==> src/rtl/keydata_load_ctrl.sv <==
// Keypad entry sequencer: packs up to four BCD digits and commits them to one of NUM_TARGETS key-data registers.
// Optional partial-entry idle timeout is compiled in with `define KEY_TIMEOUT_EN.
module keydata_load_ctrl #(
  parameter int unsigned NUM_TARGETS    = 4,
  parameter int unsigned TIMEOUT_CYCLES = 50_000_000
) (
  input  logic                   i_clk,
  input  logic                   i_rst_n,
  input  logic                   i_key_valid,
  input  logic [3:0]             i_key_code,
  output logic [NUM_TARGETS-1:0] o_load_en,
  output logic [15:0]            o_load_data,
  output logic [15:0]            o_entry,
  output logic [2:0]             o_digit_cnt,
  output logic [1:0]             o_sel,
  output logic                   o_err
);

  localparam logic [3:0]  KEY_ENTER  = 4'hA;
  localparam logic [3:0]  KEY_CLEAR  = 4'hB;
  localparam logic [3:0]  KEY_SELECT = 4'hC;
  localparam logic [3:0]  KEY_BKSP   = 4'hD;
  localparam int unsigned MAX_DIGITS = 4;

  typedef enum logic [1:0] {
    ST_IDLE   = 2'd0,
    ST_ENTRY  = 2'd1,
    ST_COMMIT = 2'd2
  } state_t;

  state_t r_state;

  logic w_is_digit;
  logic w_full;
  logic w_last_sel;
  logic w_to_hit;

  assign w_is_digit = (i_key_code <= 4'd9);
  assign w_full     = (o_digit_cnt == 3'(MAX_DIGITS));
  assign w_last_sel = (o_sel == 2'(NUM_TARGETS - 1));

`ifdef KEY_TIMEOUT_EN
  localparam int unsigned TO_W = (TIMEOUT_CYCLES > 1) ? $clog2(TIMEOUT_CYCLES) : 1;

  logic [TO_W-1:0] r_to_cnt;

  // A pending key always beats the timeout in the same cycle
  assign w_to_hit = (r_state == ST_ENTRY) && !i_key_valid &&
                    (r_to_cnt == TO_W'(TIMEOUT_CYCLES - 1));

  always_ff @(posedge i_clk or negedge i_rst_n) begin
    if (!i_rst_n) begin
      r_to_cnt <= '0;
    end else if ((r_state != ST_ENTRY) || i_key_valid || w_to_hit) begin
      r_to_cnt <= '0;
    end else begin
      r_to_cnt <= r_to_cnt + TO_W'(1);
    end
  end
`else
  assign w_to_hit = 1'b0;

  // Marker block only; the timeout period has no effect in this build
  if (TIMEOUT_CYCLES < 2) begin : g_timeout_unused
  end
`endif

  // Key decode, entry packing and commit sequencing
  always_ff @(posedge i_clk or negedge i_rst_n) begin
    if (!i_rst_n) begin
      r_state     <= ST_IDLE;
      o_load_en   <= '0;
      o_load_data <= '0;
      o_entry     <= '0;
      o_digit_cnt <= '0;
      o_sel       <= '0;
      o_err       <= 1'b0;
    end else begin
      o_load_en <= '0;
      o_err     <= 1'b0;

      if (r_state == ST_COMMIT) begin
        r_state <= ST_IDLE;
        if (i_key_valid) begin
          o_err <= 1'b1;
        end
      end else if (i_key_valid) begin
        if (w_is_digit) begin
          if (w_full) begin
            o_err <= 1'b1;
          end else begin
            o_entry     <= {o_entry[11:0], i_key_code};
            o_digit_cnt <= o_digit_cnt + 3'd1;
            r_state     <= ST_ENTRY;
          end
        end else begin
          case (i_key_code)
            KEY_ENTER: begin
              if (r_state == ST_ENTRY) begin
                o_load_en   <= NUM_TARGETS'(1) << o_sel;
                o_load_data <= o_entry;
                o_entry     <= '0;
                o_digit_cnt <= '0;
                r_state     <= ST_COMMIT;
              end else begin
                o_err <= 1'b1;
              end
            end
            KEY_CLEAR: begin
              o_entry     <= '0;
              o_digit_cnt <= '0;
              r_state     <= ST_IDLE;
            end
            KEY_SELECT: begin
              if (r_state == ST_IDLE) begin
                o_sel <= w_last_sel ? 2'd0 : o_sel + 2'd1;
              end else begin
                o_err <= 1'b1;
              end
            end
            KEY_BKSP: begin
              if (r_state == ST_ENTRY) begin
                o_entry     <= {4'h0, o_entry[15:4]};
                o_digit_cnt <= o_digit_cnt - 3'd1;
                if (o_digit_cnt == 3'd1) begin
                  r_state <= ST_IDLE;
                end
              end
            end
            default: begin
              o_err <= 1'b1;
            end
          endcase
        end
      end else if (w_to_hit) begin
        o_entry     <= '0;
        o_digit_cnt <= '0;
        o_err       <= 1'b1;
        r_state     <= ST_IDLE;
      end
    end
  end

endmodule
==> config.mk <==
export PLATFORM = sky130hd
export DESIGN_NAME = keydata_load_ctrl
export DESIGN_NICKNAME = d
export VERILOG_FILES = /design/src/rtl/keydata_load_ctrl.sv
export SDC_FILE = /design/constraint.sdc
export NUM_CORES = 1
export LEC_CHECK = 0
export BUFFER_PORTS_ARGS = -buffer_cell sky130_fd_sc_hd__buf_2
export CAP_MARGIN = 40
export CORE_UTILIZATION = 27
export CTS_CLUSTER_DIAMETER = 100
export DETAILED_ROUTE_END_ITERATION = 8
export HOLD_SLACK_MARGIN = 0.12
export PLACE_DENSITY = 0.52
export SLEW_MARGIN = 20
export SYNTH_ARGS = -nofsm -noshare
export SYNTH_HDL_FRONTEND = slang
export SYNTH_SLANG_ARGS = --single-unit
==> constraint.sdc <==
create_clock -name i_clk -period 1.8 [get_ports i_clk]
set_input_delay 0.09 -clock i_clk [delete_from_list [all_inputs] [get_ports i_clk]]
set_output_delay 0.09 -clock i_clk [all_outputs]
set_load 0.02 [all_outputs]
==> flow_metrics.tcl, run 1 <==
set metrics [dict create \
    antenna_cells 0 \
    h-tree-depth 2 \
    slew_headroom_pct 68.6 \
    drtPass1Iterations 4 \
    final_nets 257 \
    synth-seq-area-share_pct 50.1 \
    fp.coreArea_sq_um 7810 \
    synth_nets 192 \
    drt_iter0_markers 80 \
    p_leak_nw 1.43 \
    die-area_sq_um 8510 \
    worstSetupPathType "reg -> reg" \
    vias 1576 \
    clock-sinks 44 \
    power_density_nw_per_um2 1200 \
    finalHoldViolCount 0 \
    yosys_warnings 0 \
    slew_viol_final 0 \
    final_cell_mix "buf_2 (48), dfrtp_1 (42), mux2_2 (26)" \
    wl_per_cell_um 14.4 \
    regArea_sq_um 1100 \
    worst_slack_ns 0.0551 \
    ant_nets 0 \
    ir_drop_v 0.000433 \
    design_area_sq_um 2800 \
    io_pins 49 \
    die_h_um 92.2 \
    gr-usage-all-layers_pct 12.7 \
    cts_buffers 5 \
    crit_path_start "r_state[1]$_DFFE_PN0P_" \
    grt_overflow 0 \
    routabilityCongestion 0.827 \
    path_buf_inv 1 \
    cts.clk_slew.worst_paths_ns 0.08 \
    grt_max_degree 20 \
    netlist-cell-type-count 40 \
    final_layout_size_suffix_gt1_share_pct 46.9 \
    via_per_inst 4.57 \
    skew_ns 0.00454 \
    antenna_found_initial 0 \
    end_kind "flop" \
    drt-total-wl_um 4960 \
    final_common_cell "buf_2" \
    path_cells "and2b_1, a211oi_4, or3_1, buf_12, mux2_4" \
    drc_errors 0 \
    cp_top_family "simple AND/OR/NAND/NOR gates" \
    reg2reg_from "r_state[1]$_DFFE_PN0P_" \
    fin_util_pct 35.9 \
    grt_pass1_wl_um 8340 \
    clk_path_buf_depth 2 \
    worst_path_largest_cell_delay_ns 0.40 \
    port_buffers 48 \
    max_freq_mhz 573 \
    synth_cells 177 \
    status "finished, final reports clean" \
    cts_tree "built" \
    hp-class "in -> reg" \
    crit_fanout 19 \
    start_util_pct 28.2 \
    setup_violations 0 \
    nFillCells 767 \
    dieWidth_um 92.2 \
    worst_slew_pin_slew_ns 0.471 \
    clk_latency_ns 0.29 \
    syn_area_per_cell_sq_um 12.4 \
    grt_setup_unrepaired "false" \
    preCtsSetupSlack_ns 0.0576 \
    cts-root-buf "clkbuf_8" \
    multi_input_area_sq_um 1020 \
    grt_pass1_vias 1579 \
    cap_viol_max_count 0 \
    crit_slowest_cell "dfrtp_1" \
    fin_crit_sh_pct 96.9 \
    hpwl_um 3590 \
    syn_area_sq_um 2200 \
    rows 32 \
    startpoint_type "flop" \
    worstPathRequired_ns 1.98 \
    placed_cell_area_sq_um 2640 \
    finalCriticalPeriod_ns 1.74 \
    holdCritStartpoint "i_key_code[3]" \
    rrSetupSlack_ns 0.06 \
    area_delta_synth_final_pct 27.4 \
    synth-seq-cells 44 \
    cp.arrival_ns 1.92 \
]
## cell usage after synthesis
master	count	area [sq um]
buf_12	1	20.0
or3_1	1	6.26
o311ai_0	1	8.76
o221ai_4	1	26.3
nor3_1	2	10.0
o22ai_1	2	12.5
clkbuf_1	1	3.75
dfrtp_1	44	1100
o31ai_1	4	30.0
a21boi_0	2	15.0
nand2b_1	3	18.8
buf_1	1	3.75
or3b_4	1	11.3
buf_4	1	7.51
nand3b_1	1	7.51
inv_1	9	33.8
o21a_4	1	15.0
and2b_1	2	15.0
a21o_1	1	7.51
nand2_1	13	48.8
nor2b_1	3	18.8
o21ai_0	7	35.0
nand4b_1	3	26.3
a211oi_4	1	20.0
a22o_1	7	61.3
o21ai_1	1	5.00
buf_2	4	20.0
ha_1	8	100
mux2_2	26	293
buf_6	2	22.5
and2_1	4	25.0
mux2_4	3	45.0
o41ai_2	1	16.3
nand3_1	2	10.0
a21oi_1	3	15.0
a22oi_1	2	15.0
nor2_1	2	7.51
mux2i_1	4	40.0
nand4bb_1	1	11.3
o41ai_1	1	8.76
## power breakdown
part           internal (mW)  leakage [nW]  switching [mW]  total, mW
clock                  0.412        0.0552           0.328      0.740
sequential              1.21         0.587           0.205       1.42
combinational          0.535         0.789           0.676       1.21
total                   2.16          1.43            1.21       3.37
## per-stage QoR
step | instances | hold slack (ns) | power, mW | TNS, ns
floorplan | 177 | -0.206 | 2.21 | -0.299
global route | 345 | 0.231 | 3.59 | 0
global placement | 333 | 0.0722 | 2.62 | 0
finish | 345 | 0.214 | 3.37 | 0
CTS | 344 | 0.206 | 3.40 | 0
detailed placement | 333 | 0.0820 | 2.63 | 0
## per-layer routing
metal	global-route usage, %	vias up	part of all wire (%)
li1	-	761	-
met1	16.9	770	47
met2	20.6	43	48
met3	2.99	2	5.0
met4	3.52	0	0.73
met5	0	-	0
## cells by family after synthesis
group           after synthesis  share of synthesized area [%]
flops                        44                           50.1
simple gates                 38                           9.85
compound gates               35                           13.3
mux                          33                           17.2
buf+inv                      19                           5.07
fa+ha+maj                     8                           4.55
## worst paths after layout
path / end / cells past startpoint
setup / recovery: o_entry[11]$_DFFE_PN0P_ / 5
hold / removal: r_state[1]$_DFFE_PN0P_ / 3
setup reg to reg: o_entry[11]$_DFFE_PN0P_ / 5
hold reg to reg: o_load_data[5]$_DFFE_PN0P_ / 1
max in group asynchronous: o_load_en[3]$_DFF_PN0_ / 3
min in group asynchronous: r_state[1]$_DFFE_PN0P_ / 2
## timing repair
| item | in CTS | in global routing |
|---|---|---|
| buffers inserted | 0 | 1 |
| setup endpoints to repair | 0 | 3 |
| endpoints found under the hold margin | 18 | 0 |
| hold buffers | 3 | 0 |
| gates resized for setup | 0 | 2 |
## state kept, by name, indices dropped and copies added, names as in the netlist
register,count
o_entry,16
o_load_data,16
o_err,1
o_load_en,4
o_digit_cnt,3
o_sel,2
r_state,2
## worst reg2reg max path: stages, from the launching register on
cell and delay, ns:
dfrtp_1 0.40, and2b_1 0.29, a211oi_4 0.07, or3_1 0.39, buf_12 0.18, mux2_4 0.30
## area by class of cell
type / count / share of cell area (%)
clock inverters: 2 / 1.25
repair buffers: 68 / 14.7
multi-input cells: 114 / 36.3
inverters: 9 / 1.21
well taps: 102 / 4.56
flip-flops and latches: 44 / 39.4
clock buffers: 6 / 2.59
Power figures use the tool's default switching activity.
==> run 2: changes to the inputs <==
- SETUP_SLACK_MARGIN: default -> 0.3
==> flow_metrics.tcl, run 2 (synthesized netlist as in run 1, its figures left out) <==
set metrics [dict create \
    cts_buffers 5 \
    area_delta_synth_final_pct 37.2 \
    final_nets 262 \
    startpoint_type "flop" \
    gr-usage-all-layers_pct 13.9 \
    hp-class "in -> reg" \
    vias 1633 \
    cap_viol_max_count 0 \
    finalHoldViolCount 0 \
    antenna_cells 0 \
    start_util_pct 28.2 \
    grt_max_degree 45 \
    rows 32 \
    design_area_sq_um 3020 \
    preCtsSetupSlack_ns 0.0536 \
    drt_iter0_markers 51 \
    final_common_cell "buf_2" \
    io_pins 49 \
    die-area_sq_um 8510 \
    grt_pass1_vias 1673 \
    worstSetupPathType "reg -> reg" \
    finalCriticalPeriod_ns 1.72 \
    power_density_nw_per_um2 1190 \
    max_freq_mhz 582 \
    dieWidth_um 92.2 \
    p_int_mw 2.26 \
    slew_viol_final 0 \
    path_cells "and2b_2, a211oi_4, or3_4, buf_12, mux2_4" \
    p_sw_mw 1.33 \
    netSwitchingFraction_pct 37.0 \
    antenna_found_initial 0 \
    ant_nets 0 \
    grt_overflow 0 \
    clk_path_buf_depth 2 \
    cts_tree "built" \
    h-tree-depth 2 \
    ir_drop_v 0.000532 \
    nFillCells 771 \
    final_layout_size_suffix_gt1_share_pct 50.0 \
    die_h_um 92.2 \
    via_per_inst 4.67 \
    skew_ns 0.00972 \
    fin_crit_sh_pct 95.4 \
    drtPass1Iterations 4 \
    worst_slack_ns 0.0825 \
    drt-total-wl_um 5530 \
    path_buf_inv 1 \
    seqPwrFrac_pct 40.0 \
    worstPathRequired_ns 2.00 \
    cts.clk_slew.worst_paths_ns 0.10 \
    worst_path_largest_cell_delay_ns 0.43 \
    clk_latency_ns 0.31 \
    crit_slowest_cell "dfrtp_1" \
    p_leak_nw 1.51 \
    cts-root-buf "clkbuf_8" \
    final_cell_mix "buf_2 (48), dfrtp_1 (42), mux2_4 (19)" \
    drc_errors 0 \
    setup_violations 0 \
    end_kind "flop" \
    placed_cell_area_sq_um 2640 \
    cp.arrival_ns 1.92 \
    share_comb_of_total_power_pct 37.4 \
    wl_per_cell_um 15.8 \
    clock-sinks 44 \
    slew_headroom_pct 63.8 \
    crit_fanout 9 \
    hpwl_um 3560 \
    fp.coreArea_sq_um 7810 \
    grt_pass1_wl_um 9050 \
    grt_setup_unrepaired "true" \
    reg_top3 "o_entry: 16 flops, o_load_data: 16 flops, o_load_en: 4 flops" \
    routabilityCongestion 0.772 \
    status "finished, final reports clean" \
    p_clk_share_pct 22.5 \
    cp_top_family "simple AND/OR/NAND/NOR gates" \
    worst_slew_pin_slew_ns 0.540 \
    port_buffers 48 \
]
[run 2: metrics by stage]
step	std cells	hold slack [ns]	total power [mW]	TNS [ns]	utilization (%)
detailed placement	331	0.0937	2.64	0	33.8
finish	350	0.188	3.59	0	38.6
CTS	348	0.181	3.55	0	37.6
global placement	331	0.0905	2.62	0	33.8
floorplan	177	-0.206	2.21	-0.299	-
global route	350	0.209	3.81	0	38.6
[run 2: repair_timing]
item / 4_1_cts / 5_1_grt
pin swaps: 1 / 2
cloned: 1 / 1
setup endpoints to repair: 35 / 39
hold buffers: 3 / 0
setup buffers: 5 / 1
hold endpoints to repair: 45 / 0
gates resized for setup: 25 / 10
[run 2: tightest hold or removal path: stages]
cell     delay, ns
buf_2         0.18
a22oi_1       0.09
nor2b_1       0.10
[run 2: final cells by class]
cell class | count | area [sq um] | share of cell area (%)
clock buffer | 5 | 68.8 | 2.28
sequential | 44 | 1100 | 36.6
inverter | 9 | 33.8 | 1.12
clock inverter | 3 | 46.3 | 1.54
timing repair buffer | 73 | 520 | 17.3
tap | 102 | 128 | 4.23
multi-input combinational | 114 | 1110 | 37.0
[run 2: final timing paths]
kind | start | to | cells past startpoint | slack (ns)
min in group asynchronous | i_rst_n | r_state[1]$_DFFE_PN0P_ | 3 | 0.28
min | i_key_code[3] | r_state[1]$_DFFE_PN0P_ | 3 | 0.19
max in group asynchronous | i_rst_n | o_digit_cnt[0]$_DFFE_PN0P_ | 3 | 1.27
max | r_state[1]$_DFFE_PN0P_ | o_entry[9]$_DFFE_PN0P_ | 5 | 0.08
min reg2reg | o_load_data[15]$_DFFE_PN0P_ | o_load_data[15]$_DFFE_PN0P_ | 1 | 0.51
max reg2reg | r_state[1]$_DFFE_PN0P_ | o_entry[9]$_DFFE_PN0P_ | 5 | 0.08
[run 2: metal layers]
| metal | vias to the layer above | global-route usage, % | wire length (um) |
|---|---|---|---|
| li1 | 765 | - | - |
| met1 | 831 | 17.0 | 2470 |
| met2 | 31 | 23.5 | 2790 |
| met3 | 6 | 4.48 | 226 |
| met4 | 0 | 3.91 | 46 |
| met5 | - | 0 | 0 |
[run 2: power groups by stage]
stage | clock network [mW] | logic, mW | registers [mW]
5_1_grt | 0.866 | 1.47 | 1.48
6_report | 0.808 | 1.34 | 1.44
3_3_place_gp | 0 | 1.18 | 1.44
3_5_place_dp | 0 | 1.19 | 1.45
2_1_floorplan | 0 | 0.532 | 1.67
4_1_cts | 0.828 | 1.29 | 1.43
